$ cat src/rtl/mac_cfg_sequencer.sv
// MAC register-init sequencer: walks an (addr, data) table into the MAC port.
// Ports: tbl_* ROM lookup, reg_* MAC access, seq_* status, err_* abort info.
module mac_cfg_sequencer #(
  parameter int ADDR_W     = 8,
  parameter int DATA_W     = 32,
  parameter int N_ENTRIES  = 11,
  parameter int IDX_W      = 6,
  parameter int TIMEOUT    = 1023,
  parameter int MAX_RETRY  = 2,
  parameter bit AUTO_START = 1'b1
) (
  input  logic              clk,
  input  logic              rst,
  input  logic              start,
  input  logic              verify_en,
  output logic [IDX_W-1:0]  tbl_idx,
  input  logic [ADDR_W-1:0] tbl_addr,
  input  logic [DATA_W-1:0] tbl_data,
  output logic [ADDR_W-1:0] reg_addr,
  output logic [DATA_W-1:0] reg_writedata,
  input  logic [DATA_W-1:0] reg_readdata,
  output logic              reg_wr,
  output logic              reg_rd,
  input  logic              reg_busy,
  output logic              seq_busy,
  output logic              seq_done,
  output logic              seq_error,
  output logic [IDX_W-1:0]  err_idx,
  output logic [1:0]        err_code
);

  typedef enum logic [3:0] {
    S_IDLE,
    S_WR_REQ,
    S_WR_WAIT,
    S_RD_REQ,
    S_RD_WAIT,
    S_CHECK,
    S_NEXT,
    S_RETRY,
    S_DONE,
    S_ERROR
  } state_t;

  localparam logic [15:0]      TMO_LAST = 16'(TIMEOUT - 1);
  localparam logic [2:0]       MAX_R    = 3'(MAX_RETRY);
  localparam logic [IDX_W-1:0] LAST_IDX = IDX_W'(N_ENTRIES - 1);
  localparam logic [IDX_W-1:0] IDX_ONE  = IDX_W'(1);

  state_t state, nxt;

  logic [IDX_W-1:0]  idx;
  logic [2:0]        retry;
  logic [15:0]       cnt;
  logic              busy_d;
  logic              ver_q;
  logic              auto_q;
  logic              last_q;
  logic [DATA_W-1:0] rd_q;

  logic idle_st;
  logic go;
  logic tmo;
  logic fall;
  logic fail_tmo;
  logic fail_mis;

  assign idle_st = (state == S_IDLE) || (state == S_DONE) ||
                   (state == S_ERROR);
  assign go      = idle_st && (start || auto_q);
  assign tmo     = (cnt == TMO_LAST);
  // busy_d is only 1 here once the rise was seen in this access
  assign fall    = busy_d && !reg_busy;
  assign tbl_idx = idx;

  // state register
  always_ff @(posedge clk) begin
    if (rst) state <= S_IDLE;
    else     state <= nxt;
  end

  // next-state logic
  always_comb begin
    nxt      = state;
    fail_tmo = 1'b0;
    fail_mis = 1'b0;
    unique case (state)
      S_IDLE, S_DONE, S_ERROR: begin
        if (go) nxt = S_WR_REQ;
      end
      S_WR_REQ: begin
        if (reg_busy) nxt = S_WR_WAIT;
        else if (tmo) fail_tmo = 1'b1;
      end
      S_WR_WAIT: begin
        if (fall) nxt = ver_q ? S_RD_REQ : S_NEXT;
        else if (tmo) fail_tmo = 1'b1;
      end
      S_RD_REQ: begin
        if (reg_busy) nxt = S_RD_WAIT;
        else if (tmo) fail_tmo = 1'b1;
      end
      S_RD_WAIT: begin
        if (fall) nxt = S_CHECK;
        else if (tmo) fail_tmo = 1'b1;
      end
      S_CHECK: begin
        if (rd_q == reg_writedata) nxt = S_NEXT;
        else fail_mis = 1'b1;
      end
      S_NEXT:  nxt = last_q ? S_DONE : S_WR_REQ;
      S_RETRY: nxt = S_WR_REQ;
      default: nxt = S_IDLE;
    endcase
    if (fail_tmo || fail_mis)
      nxt = (retry < MAX_R) ? S_RETRY : S_ERROR;
  end

  // outputs
  always_comb begin
    reg_wr   = 1'b0;
    reg_rd   = 1'b0;
    seq_busy = !idle_st;
    unique case (state)
      S_WR_REQ, S_WR_WAIT: reg_wr = 1'b1;
      S_RD_REQ, S_RD_WAIT: reg_rd = 1'b1;
      default: ;
    endcase
  end

  // datapath and status
  always_ff @(posedge clk) begin
    if (rst) begin
      idx           <= '0;
      retry         <= '0;
      cnt           <= '0;
      busy_d        <= 1'b0;
      ver_q         <= 1'b0;
      auto_q        <= AUTO_START;
      last_q        <= 1'b0;
      rd_q          <= '0;
      reg_addr      <= '0;
      reg_writedata <= '0;
      seq_done      <= 1'b0;
      seq_error     <= 1'b0;
      err_idx       <= '0;
      err_code      <= 2'b00;
    end else begin
      busy_d <= reg_busy;

      if (nxt != state)       cnt <= '0;
      else if (cnt != 16'hFFFF) cnt <= cnt + 16'd1;

      if (go) begin
        auto_q    <= 1'b0;
        ver_q     <= verify_en;
        seq_done  <= 1'b0;
        seq_error <= 1'b0;
        err_code  <= 2'b00;
        err_idx   <= '0;
        retry     <= '0;
        idx       <= '0;
        last_q    <= 1'b0;
      end

      // idx is 0 while idle and advanced on NEXT entry, so the
      // ROM already shows the entry being loaded here
      if (nxt == S_WR_REQ && state != S_WR_REQ) begin
        reg_addr      <= tbl_addr;
        reg_writedata <= tbl_data;
      end

      if (state == S_RD_WAIT && fall) rd_q <= reg_readdata;

      if (nxt == S_NEXT && state != S_NEXT) begin
        if (idx == LAST_IDX) last_q <= 1'b1;
        else                 idx    <= idx + IDX_ONE;
      end

      if (state == S_NEXT) begin
        retry <= '0;
        if (last_q) begin
          seq_done <= 1'b1;
          last_q   <= 1'b0;
          idx      <= '0;
        end
      end

      if (nxt == S_RETRY) retry <= retry + 3'd1;

      if (nxt == S_ERROR && state != S_ERROR) begin
        seq_error <= 1'b1;
        err_idx   <= idx;
        err_code  <= fail_tmo ? 2'b01 : 2'b10;
        idx       <= '0;
      end
    end
  end

endmodule

$ cat config.mk
export PLATFORM = sky130hd
export DESIGN_NAME = mac_cfg_sequencer
export DESIGN_NICKNAME = d
export VERILOG_FILES = /design/src/rtl/mac_cfg_sequencer.sv
export SDC_FILE = /design/constraint.sdc
export NUM_CORES = 1
export LEC_CHECK = 0
export CAP_MARGIN = 20
export CORE_UTILIZATION = 44
export CTS_CLUSTER_DIAMETER = 60
export DETAILED_ROUTE_END_ITERATION = 7
export PLACE_DENSITY = 0.82
export SLEW_MARGIN = 15
export SYNTH_ARGS = -nofsm -noshare
export SYNTH_HDL_FRONTEND = slang
export SYNTH_SLANG_ARGS = --single-unit
$ cat constraint.sdc
create_clock -name clk -period 2.3 [get_ports clk]
set_input_delay 0.46 -clock clk [delete_from_list [all_inputs] [get_ports clk]]
set_output_delay 0.46 -clock clk [all_outputs]
set_load 0.1 [all_outputs]
# Yosys cells after proc, flatten, opt, wreduce, memory -nomap -nowiden
# Cells that the tools add are included.
# totals
mem_bits_ro	0
ramBits	0
memories	0
regBits	115
in_bits	77
latchBits	0
# op_classes
add_sub_neg	3
n_bitwise	0
n_mux	42
shift	0
n_div	0
mul	0
reduce_logical	22
n_eq_ne	21
magnitude_cmp	1
# ops
op	n
$mux W6	7
$mux W4	9
$eq A32 B32 Y1	1
$pmux W4 S8	1
$eq A4 B3 Y1 const B	6
$mux W1	17
$add A16 B1 Y16 const B	1
$eq A16 B10 Y1 const B	1
$ne A16 B16 Y1 const B	1
$eq A4 B4 Y1 const B	3
$mux W3	4
$reduce_or A2 Y1	6
$eq A4 B1 Y1 const B	2
$eq A4 B2 Y1 const B	2
$add A6 B1 Y6 const B	1
$eq A6 B4 Y1 const B	1
$logic_and A1 B1 Y1	6
$mux W2	3
$logic_not A4 Y1	1
$logic_or A1 B1 Y1	4
$ne A4 B1 Y1 const B	1
$ne A4 B3 Y1 const B	1
$ne A4 B4 Y1	1
$ne A4 B4 Y1 const B	1
7 further kinds	8

# Longest topological paths before layout
# Gate-level depths: netlist (run 1).
# depth
ltp_word	12
depth_mapped	10

# Worst setup path after synthesis (run 1)
# Ideal clock, no wire load.
# synth_path
path_kind	reg2out
startpoint	reg state[0]
endpoint	out reg_wr
path_stages_with_launch	4
n_path_buf	1
path_slack_ns	-0.771
t_arrival_ns	2.611
cell_sequence	dfxtp_1 > buf_4 > xnor2_1 > nor3_1
# synth_between
elab_chain_cells	3
elab_cells_between_ends	4
# synth_rtl
element	line	rtl
start, declared	50	state_t state, nxt;
start signal, assigned	79	else state <= nxt;
$eq A4 B1 Y1 / $eq A4 B2 Y1 (equally long branches)	124	unique case (state)
$reduce_or A2 Y1 (*)	124	
$mux W1 (*)	124	
end, declared	22	output logic reg_wr,
# Every way passes the cells marked *; elsewhere a longest branch is shown, timed or not.

# Worst setup path in the final report (run 1)
# layout_path
startpoint	reg rd_q[0]
endpoint	reg cnt[2]
# layout_between
elab_chain_cells	7
elab_cells_between_ends	9
# layout_rtl
element	line	rtl
start, declared	59	logic [DATA_W-1:0] rd_q;
start signal, assigned	173	if (state == S_RD_WAIT && fall) rd_q <= reg_readdata;
$eq A32 B32 Y1 (*)	108	if (rd_q == reg_writedata) nxt = S_NEXT;
parallel branches: the longest is 3 deep, another holds $pmux W4 S8	n/a	
$mux W4 (*)	115	if (fail_tmo || fail_mis)
$ne A4 B4 Y1 (*)	151	if (nxt != state) cnt <= '0;
$reduce_or A2 Y1 (no source line) (*)	n/a	
end signal, assigned	152	else if (cnt != 16'hFFFF) cnt <= cnt + 16'd1;
end, declared	54	logic [15:0] cnt;
# Mark *: on every way between the ends.
# A chain may end at the register's enable or synchronous reset.

==> results summary, run 1 <==
The flow ran to the end, but the final reports show violations. The final reports fail on setup timing. The number of remaining DRC errors is 0. The clock period minus final worst setup slack is 2.39 ns. The data arrival at the endpoint of the critical path is 2.70 ns. The final wirelength came out at 15.5 mm.

The number of max-capacitance violations reported is 0. The number of nets at the end of the flow is slightly below 900. The highest ir drop seen on vdd came out at 0.610 mV. The distinct cell type count of the synthesized netlist is 57. For this run, the register share of the synthesized area comes to 44.3%. The final antenna diode count came out at 0. The effective utilization at floorplan is 45.3%. Yosys printed 0 warnings. After detailed routing, the number of vias per cell comes to 5.43. The post-synthesis net count came out at 711.

The actual transition at the worst max-transition pin is 0.970 ns. The maximum fanout count along the critical path is 8. The clock transition at the register clock pins on the worst setup and hold paths after CTS is 0.05 ns.

For this run, the leading register cell type out of synthesis is dfxtp_1. Entering global routing, the biggest net connects 94 pins. The synthesized netlist cell count is 629. Clock skew on the completed layout was measured at 0.00764 ns. The fraction of the cycle the final worst path needs is 104%. The full die area is roughly 0.012 sq mm. STA classifies the critical path startpoint as a flip-flop.

The instance area after placement is 0.00697 sq mm. For this run, the total global-route usage over all layers was measured as approximately a quarter. The routability congestion estimate from global placement came out at between 0.9 and 1. The number of instances in the placed design came out at 916. The via count of the first global-routing pass is 5053. After detailed routing, the average wire length per cell comes to roughly 16 microns. STA classifies the critical path endpoint as a flip-flop. The post-synthesis cell area came out at about 0.0052 sq mm.

Each instance of the synthesized netlist takes up on average 8.26 sq um. The detailed-placement wirelength estimate is 10.3 mm. The first-pass GRT wire length came out at 24.3 mm. The final standard cell count with taps included and fillers excluded is 959. The placement row count is 39. Cells fill 70.3% of the core in the end.

The top achievable clock speed came out at 419 MHz. Summing over every cut layer, the via total after detailed routing is 5209. The relative max-transition margin is roughly 35%.

The count of state elements after synthesis came out at roughly 120. The smallest setup slack after layout came out at -0.0854 ns. The sum of negative setup slack is -0.846 ns. The core region is roughly 0.011 sq mm.

The tightest min-delay check is of the flip-flop to flip-flop type. Setup violations remaining at the end of the flow were counted as 16. The die height is between 100 and 150 microns.

The leakage power summed over all cells is 3.07 nW. The clock net in this run drives a total of 115 sinks. Cells with a size suffix above 1 make up 30.1% of the layout. The total clock buffers created by CTS came out at 17. In the synthesized netlist the async set-or-reset flop fraction comes to 0%. TritonCTS built the clock tree. The number of antenna violations at the first check in global routing came out at 0. The summed area of non-filler cells in the final layout is 0.00806 sq mm.

The category of the most critical setup path is flip-flop to flip-flop. Yosys mapped a number of flops with a built-in enable equal to 0. The area overhead of the layout relative to synthesis came out at 55.1%. Setup repair after global routing could not meet its margin everywhere. The total of buffers placed on input and output ports came out at 135. The required time at the endpoint of the critical path is 2.62 ns. The depth of the CTS H-tree came out at 4. The clock passes through at most 2 buffers.

For this run, the detailed router's first-pass iteration total came to 5. The horizontal die dimension came out at 111 microns. The cell at the root of the clock tree is clkbuf_16. The DRC marker count from the first detailed-route iteration came out at 279. Pin placement for this block handled approximately 140 I/O pins. At the later pin of the worst-skew pair, clock insertion delay measures approximately 0.4 ns. The remaining global-route overflow is 0. In this run the power density over the cells is 975 mW/mm^2. The final count of pins violating max slew is 0. After clock tree synthesis, the flow added hold-fix buffers numbering 0. The antenna violation net count after detailed routing came out at 0. The hold violation count in the final report came to 0.
==> repair_timing <==
action                     in CTS  in global routing
gates resized for setup        14                 52
pin swaps                       6                 33
setup buffers                   1                  8
setup endpoints to repair      22                 31
cloned                          0                  2
hold endpoints to repair        0                  0
==> through the flow <==
stage	setup WS, ns	hold WS [ns]	power, W
2_1_floorplan	0.0178	0.419	0.00408
3_3_place_gp	-0.401	0.428	0.00481
3_5_place_dp	-0.481	0.437	0.00485
4_1_cts	0.00867	0.449	0.00767
5_1_grt	-0.178	0.466	0.00813
6_report	-0.0854	0.448	0.00786
==> cells in the mapped netlist (all sizes together) (3+ instances only) <==
cell type / instances / area (sq um)
a31oi: 3 / 18.8
inv: 9 / 33.8
dfxtp: 115 / 2300
nor3: 24 / 181
nand2: 170 / 638
clkbuf: 26 / 97.6
and3: 7 / 43.8
ha: 5 / 62.6
and2: 5 / 31.3
nor2: 29 / 111
nor4: 5 / 31.3
buf: 7 / 52.5
a21oi: 80 / 400
xor2: 5 / 43.8
a21o: 3 / 25.0
mux2: 6 / 67.6
nand3: 11 / 55.1
a22oi: 4 / 30.0
nor3b: 4 / 46.3
nand4: 16 / 106
a32oi: 3 / 45.1
nor2b: 4 / 25.0
a211oi: 4 / 30.0
o21ai: 6 / 33.8
mux2i: 9 / 90.1
and4: 5 / 46.3
xnor2: 42 / 375
nand2b: 3 / 18.8
==> where the power goes <==
group | total [W] | internal, W | switching (W)
Combinational | 0.00274 | 0.000875 | 0.00186
Sequential | 0.00234 | 0.00218 | 0.000159
Clock | 0.00278 | 0.00190 | 0.000878
Total | 0.00786 | 0.00496 | 0.00290
==> layout by cell type (no fill, tap or decap), types with 4 or more instances in the layout <==
| master | instances |
|---|---|
| nor2_1 | 26 |
| buf_12 | 7 |
| nand3_1 | 10 |
| xnor2_2 | 12 |
| o21ai_0 | 4 |
| buf_4 | 99 |
| inv_1 | 8 |
| a21oi_1 | 80 |
| nor3_1 | 5 |
| mux2_2 | 6 |
| clkinv_1 | 5 |
| nand2_1 | 169 |
| dfxtp_2 | 6 |
| bufinv_16 | 5 |
| nand4_1 | 15 |
| xor2_1 | 5 |
| ha_1 | 4 |
| clkbuf_16 | 19 |
| and2_1 | 5 |
| xnor2_1 | 29 |
| dfxtp_1 | 77 |
| dfxtp_4 | 32 |
| nor3_2 | 7 |
| nor3_4 | 12 |
| mux2i_1 | 8 |
| a22oi_1 | 4 |
| buf_6 | 4 |
| clkdlybuf4s50_1 | 74 |
| and3_1 | 7 |
==> sequential cells by signal, summed over array words and instances, names as in the netlist <==
signal and flops:
auto_q 1, busy_d 1, cnt 16, err_code 2, err_idx 6, last_q 1, rd_q 32, reg_addr 8
reg_writedata 32, retry 3, seq_done 1, seq_error 1, state 4, tbl_idx 6, ver_q 1
==> cell families (layout without fill, tap and decap cells) <==
group                    count (synthesis)  in the layout  synth area share, %
AO/OA/AOI/OAI                          110            110                 12.4
multiplexers                            15             15                 3.03
AND/OR/NAND/NOR                        295            295                 27.5
XOR/XNOR                                47             47                 8.07
buffers and inverters                   42            229                 3.54
flip-flops                             115            115                 44.3
adder cells (fa/ha/maj)                  5              5                 1.20
==> layer usage <==
layer,global-route usage [%],vias up,part of all wire (%),wire length (microns)
met5,0,-,0,0
met4,9.96,0,2.8,439
met3,4.92,41,4.9,763
met2,40.9,197,50,7770
met1,31.0,2471,42,6510
li1,-,2500,-,-
==> critical path, stage by stage, from the launching register on <==
cell      delay [ns]
dfxtp_1         0.34
xnor2_2         0.21
nand4_1         0.21
nor4_4          0.39
a211oi_2        0.14
nand4b_1        0.24
a2111o_1        0.44
buf_12          0.20
nor3_2          0.13
==> area by class of cell <==
| type | instances | area [sq um] |
|---|---|---|
| Fill cell | 831 | 3410 |
| Multi-Input combinational cell | 472 | 3060 |
| Sequential cell | 115 | 2430 |
| Timing Repair Buffer | 188 | 1730 |
| Clock buffer | 19 | 433 |
| Clock inverter | 13 | 190 |
| Tap cell | 143 | 179 |
| Inverter | 9 | 33.8 |
==> final timing paths <==
kind / start / endpoint / slack, ns / cells after the start
worst max-delay path: rd_q[0] / cnt[2] / -0.09 / 8
worst min-delay path: auto_q / auto_q / 0.45 / 1
worst min register to register: auto_q / auto_q / 0.45 / 1
worst max register to register: rd_q[0] / cnt[2] / -0.09 / 8
No activity file was read; power rests on OpenSTA's default activity.
==> run 2, diff against run 1 <==
Settings changed: SLEW_MARGIN 15 to 20.
==> results of run 2 <==
Same layout as run 1: the final DEF is identical, and so are final timing and power.
==> edit 1 (config.mk and constraints of run 2) <==
One comparison of `idx` changes from == to >=.
--- a/src/rtl/mac_cfg_sequencer.sv
+++ b/src/rtl/mac_cfg_sequencer.sv
@@ -173,7 +173,7 @@
       if (state == S_RD_WAIT && fall) rd_q <= reg_readdata;
 
       if (nxt == S_NEXT && state != S_NEXT) begin
-        if (idx == LAST_IDX) last_q <= 1'b1;
+        if (idx >= LAST_IDX) last_q <= 1'b1;
         else                 idx    <= idx + IDX_ONE;
       end
 
Behaviour: no difference found for any inputs over 4 cycles, from zero or initial values and one cycle with rst high; that may be too few to reach the edited logic, so the function may still have changed.
==> edit 1 against run 2 <==
- the run still ends with negative setup slack left
- setup slack about the same
- total power is 1.1% lower
- sequential cell count unchanged
- design area shrank 0.73%
- die area shrank 0.50%
- worst hold slack got worse by 160 ps
- area after synthesis shrank 0.51%
- largest power group is now combinational cells
- wire length grew 0.88%
- clock power is 9.4% lower
==> edit 1: results (changes against run 2) <==
[logic_synthesis]
synth-async-reset-ratio_pct=0  ; unchanged
yosys-top-cells-count=nand2_1, dfxtp_1, a21oi_1  ; unchanged
syn_nets=721  ; was 711
syn_inst=639  ; was 629
synthTopCellsByArea=dfxtp_1, nand2_1, a21oi_1  ; unchanged
ys_seq_area_share_pct=44.5  ; was 44.3%
synth_cell_types=51  ; was 57

[clock_tree]
cts.clk_slew.worst_paths_ps=50  ; about the same
cts-buffers-inserted=17  ; unchanged
htree_levels=4  ; unchanged
cts.path.max_buffers=2  ; unchanged
clock_latency_ps=420  ; was 400 ps
ctsRootBufferMaster=clkbuf_16  ; unchanged

[sta]
finalSetupTns_ps=-925  ; was -846 ps
setup_violations=16  ; unchanged
setup_slack_ps=-85.5  ; was -85.4 ps
final.setup_skew_ps=9.88  ; was 7.64 ps
maxSlewHeadroom_pct=58.3  ; was 35.3%

[layout]
largestRegisters=rd_q: 32 flops, reg_writedata: 32 flops, cnt: 16 flops  ; unchanged
fin_nets=919  ; was 885
fin_cells=993  ; was 959
antennaDiodeCount=0  ; unchanged
drive_above_1_share_pct=30.7  ; was 30.1%

[critical_path]
critPathMaxFanout=8  ; unchanged
cp_slowest_stage_delay_ps=430
worst_path_max_delay_cell=or4b_1  ; was a2111o_1
crit_family=compound AO/OA/AOI/OAI gates  ; was simple AND/OR/NAND/NOR gates
arrival_ps=2720  ; was 2700 ps
timing.rr.start=state[1]  ; was rd_q[0]

[global_routing]
grt_usage_pct=26.6  ; was 24.5%
grt_max_degree=60  ; was 94
grt_pass1_vias=5164  ; was 5053
grt_pass1_wl_um=24300  ; about the same

[outcome]
violations=negative setup slack  ; unchanged
status=finished, violations left  ; unchanged

[power]
power_clock_mw=2.52  ; was 2.78 mW
pwr-share-clk_pct=32.4  ; was 35.4%
irDropWorstVdd_mv=0.684  ; was 0.610 mV
power.leakage_nw=3.05  ; was 3.07 nW
pg_comb_mw=2.93  ; was 2.74 mW
p_sw_mw=2.94  ; was 2.90 mW

[placed_design]
dpl_worst_slack_ps=-592  ; was -481 ps
hpwlAfterDp_um=10700  ; was 10300 um
gp_congestion=0.922  ; was 0.986
portBuffers=135  ; unchanged
post-place-cells=957  ; was 916
postPlaceCellArea_mm2=0.00720  ; was 0.00697 mm^2

[hold_path]
min_path_type=in -> reg  ; was reg -> reg
hp-start=rst  ; was auto_q

[routing]
viasPerCell=5.35  ; was 5.43
routedWlPerCell_um=15.7  ; was 16.1 um
drtPass1Iterations=5  ; unchanged
first_iter_violations=368  ; was 279

[edit 1: cell types whose count changed after synthesis, moves of 4 or more]
| cell | run 2 | this run |
|---|---|---|
| o21ai_0 | 4 | 8 |
| nor2_1 | 28 | 24 |
| nor3_1 | 13 | 9 |
| mux2_2 | 6 | 2 |
| nand3_1 | 11 | 21 |
| and2_1 | 5 | 1 |
| mux2i_1 | 9 | 4 |
| a21oi_1 | 80 | 89 |
| clkbuf_1 | 26 | 32 |
[edit 1: layout make-up]
| type | instances | area [um^2] |
|---|---|---|
| flip-flops and latches | 115 | 2430 |
| well taps | 143 | 179 |
| multi-input cells | 479 | 2890 |
| repair buffers | 216 | 1900 |
| inverters | 8 | 30.0 |
| fillers | 842 | 3420 |
| clock buffers | 28 | 528 |
| clock inverters | 4 | 45.0 |
[edit 1: what timing repair did]
item,4_1_cts,5_1_grt
buffers inserted,4,1
setup endpoints to repair,29,27
resized for setup,30,12
gates cloned,1,0
hold buffers,0,0
pin swaps,8,8
[edit 1: layer usage]
metal  share of wire (%)  up-vias  global-route usage, %
li1                    -     2591                      -
met1                  40     2487                   29.9
met5                   0        -                      0
met2                  49      192                   45.7
met3                 7.0       41                   8.29
met4                 3.1        0                   12.3
[edit 1: cells by family (layout without fill, tap and decap cells)]
logic type	after synthesis	after routing	share of synthesized area, %
fa+ha+maj	5	5	1.21
compound gates	127	127	14.4
xor+xnor	44	44	7.45
buf+inv	45	256	3.63
flops	115	115	44.5
mux	6	6	1.21
simple gates	297	297	27.6
[edit 1: path summary, 6_finish.rpt]
path | endpoint | depth (start not counted) | slack [ps]
max | cnt[3] | 9 | -90
min | ver_q | 2 | 290
max reg2reg | cnt[3] | 9 | -90
min reg2reg | auto_q | 2 | 450
==> edit 2 (flow settings as in run 2) <==
Without the edit above. `AUTO_START`: 1'b1 -> 1'b0.
--- a/src/rtl/mac_cfg_sequencer.sv
+++ b/src/rtl/mac_cfg_sequencer.sv
@@ -7,7 +7,7 @@
   parameter int IDX_W      = 6,
   parameter int TIMEOUT    = 1023,
   parameter int MAX_RETRY  = 2,
-  parameter bit AUTO_START = 1'b1
+  parameter bit AUTO_START = 1'b0
 ) (
   input  logic              clk,
   input  logic              rst,
Check against the original RTL: not equivalent (a bounded check fails within 4 cycles, from zero or initial values and one cycle with rst high).
==> edit 2 against run 2 <==
- the run still ends with negative setup slack left
- wire length up 8.6%
- clock power down 8.6%
- sequential cell count down 1
- clock skew down 0.56 ps
- sequential power down 8.5%
- area after synthesis up 0.14%
- critical endpoint is now cnt[4]
- critical path type unchanged
- design area up 0.40%
- maximum frequency down 10%
- critical path depth up 1
- setup slack worse by 280 ps
- total power down 19%
==> edit 2: results (changes against run 2) <==
[layout]
drive_above_1_share_pct=32.5  ; was 30.1%
fin_nets=857  ; was 885
fin_cells=931  ; was 959

[routing]
routedWlPerCell_um=18.1  ; was 16.1 um
first_iter_violations=376  ; was 279
dr_wl_met3_um=870  ; was 763 um
wl_met2_um=8610  ; was 7770 um
m1WireLength_um=6900  ; was 6510 um
route.vias.total=5112  ; was 5209

[logic_synthesis]
ys_seq_area_share_pct=43.9  ; was 44.3%
synthTopCellsByArea=dfxtp_1, mux2i_1, xor2_1  ; was dfxtp_1, nand2_1, a21oi_1
yosys-top-cells-count=dfxtp_1, nand2_1, a21oi_1  ; was nand2_1, dfxtp_1, a21oi_1
syn_nets=662  ; was 711
synth_cell_types=61  ; was 57
syn_inst=580  ; was 629

[critical_path]
r2r-end=cnt[4]  ; was cnt[2]
worst_path_max_delay_cell=or4b_4  ; was a2111o_1
arrival_ps=2990  ; was 2700 ps
timing.rr.start=cnt[0]  ; was rd_q[0]
cp_slowest_stage_delay_ps=500  ; was 440 ps
critPathMaxFanout=12  ; was 8
reg2reg_depth=9  ; was 8

[outcome]
violations=negative setup slack  ; unchanged
status=finished, violations left  ; unchanged

[placed_design]
gp_congestion=0.842  ; was 0.986
post-place-cells=882  ; was 916
hpwlAfterDp_um=10600  ; was 10300 um

[power]
power.leakage_nw=3.43  ; was 3.07 nW
p_per_area_mw_per_mm2=784  ; was 975 mW/mm^2
p_sw_mw=2.02  ; was 2.90 mW
power_clock_mw=2.54  ; was 2.78 mW
irDropWorstVdd_mv=0.802  ; was 0.610 mV
seqPwrFrac_pct=33.8  ; was 29.8%

[global_routing]
grt_antenna_before_repair=0  ; unchanged
grt_usage_pct=26.2  ; was 24.5%
grt_max_degree=66  ; was 94
grt_pass1_vias=5033  ; was 5053
grt_pass1_wl_um=25300  ; was 24300 um

[hold_path]
min_path_type=in -> reg  ; was reg -> reg
min_to=busy_d  ; was auto_q
hp-start=reg_busy  ; was auto_q
hold_depth=2  ; was 1

[sta]
finalSetupTns_ps=-5450  ; was -846 ps
maxSlewHeadroom_pct=52.1  ; was 35.3%
final.setup_skew_ps=7.08  ; was 7.64 ps
setup_violations=39  ; was 16
setup_slack_ps=-363  ; was -85.4 ps

[clock_tree]
htree_levels=4  ; unchanged

==> edit 2: what timing repair did <==
| action | CTS | global route |
|---|---|---|
| cloned | 1 | 7 |
| setup buffers | 3 | 7 |
| endpoints found under the setup margin | 64 | 67 |
| gates resized for setup | 18 | 29 |
| pin swaps | 6 | 6 |
==> edit 2: worst register-to-register path: stages, from the launching register on <==
cell       delay (ps)
dfxtp_2           310
inv_1              50
ha_1              140
or4b_4            500
a21oi_4           160
o2111ai_4         130
mux4_2            460
or4_4             450
buf_12            180
a311oi_2          200
==> edit 2: layout make-up <==
class	count	area (um^2)
clock buffers	23	500
clock inverters	9	77.6
fillers	795	3370
inverters	7	26.3
multi-input cells	424	2900
flip-flops and latches	114	2400
well taps	143	179
repair buffers	211	2010
==> edit 2: logic make-up (layout without fill, tap and decap cells) <==
group / Yosys count / in the layout / share of synthesized area, %
DFF: 114 / 114 / 43.9
AOI/OAI and AO/OA: 97 / 97 / 11.8
adders and majority gates: 5 / 5 / 1.20
muxes: 47 / 47 / 9.31
buffers and inverters: 42 / 250 / 3.51
xor gates and xnor gates: 45 / 45 / 7.57
and+or+nand+nor: 230 / 230 / 22.7
==> edit 2: metal layers <==
metal / GRT usage (%) / vias up
met4: 10.6 / 0
met2: 46.9 / 200
li1: - / 2426
met5: 0 / -
met3: 6.40 / 37
met1: 29.8 / 2449
==> edit 2: through the flow <==
step | hold slack, ps | utilization [%]
after floorplan | 447 | -
after global placement | 451 | 62.3
after detailed placement | 461 | 62.3
after CTS | 371 | 68.3
after global routing | 353 | 70.6
final | 339 | 70.6
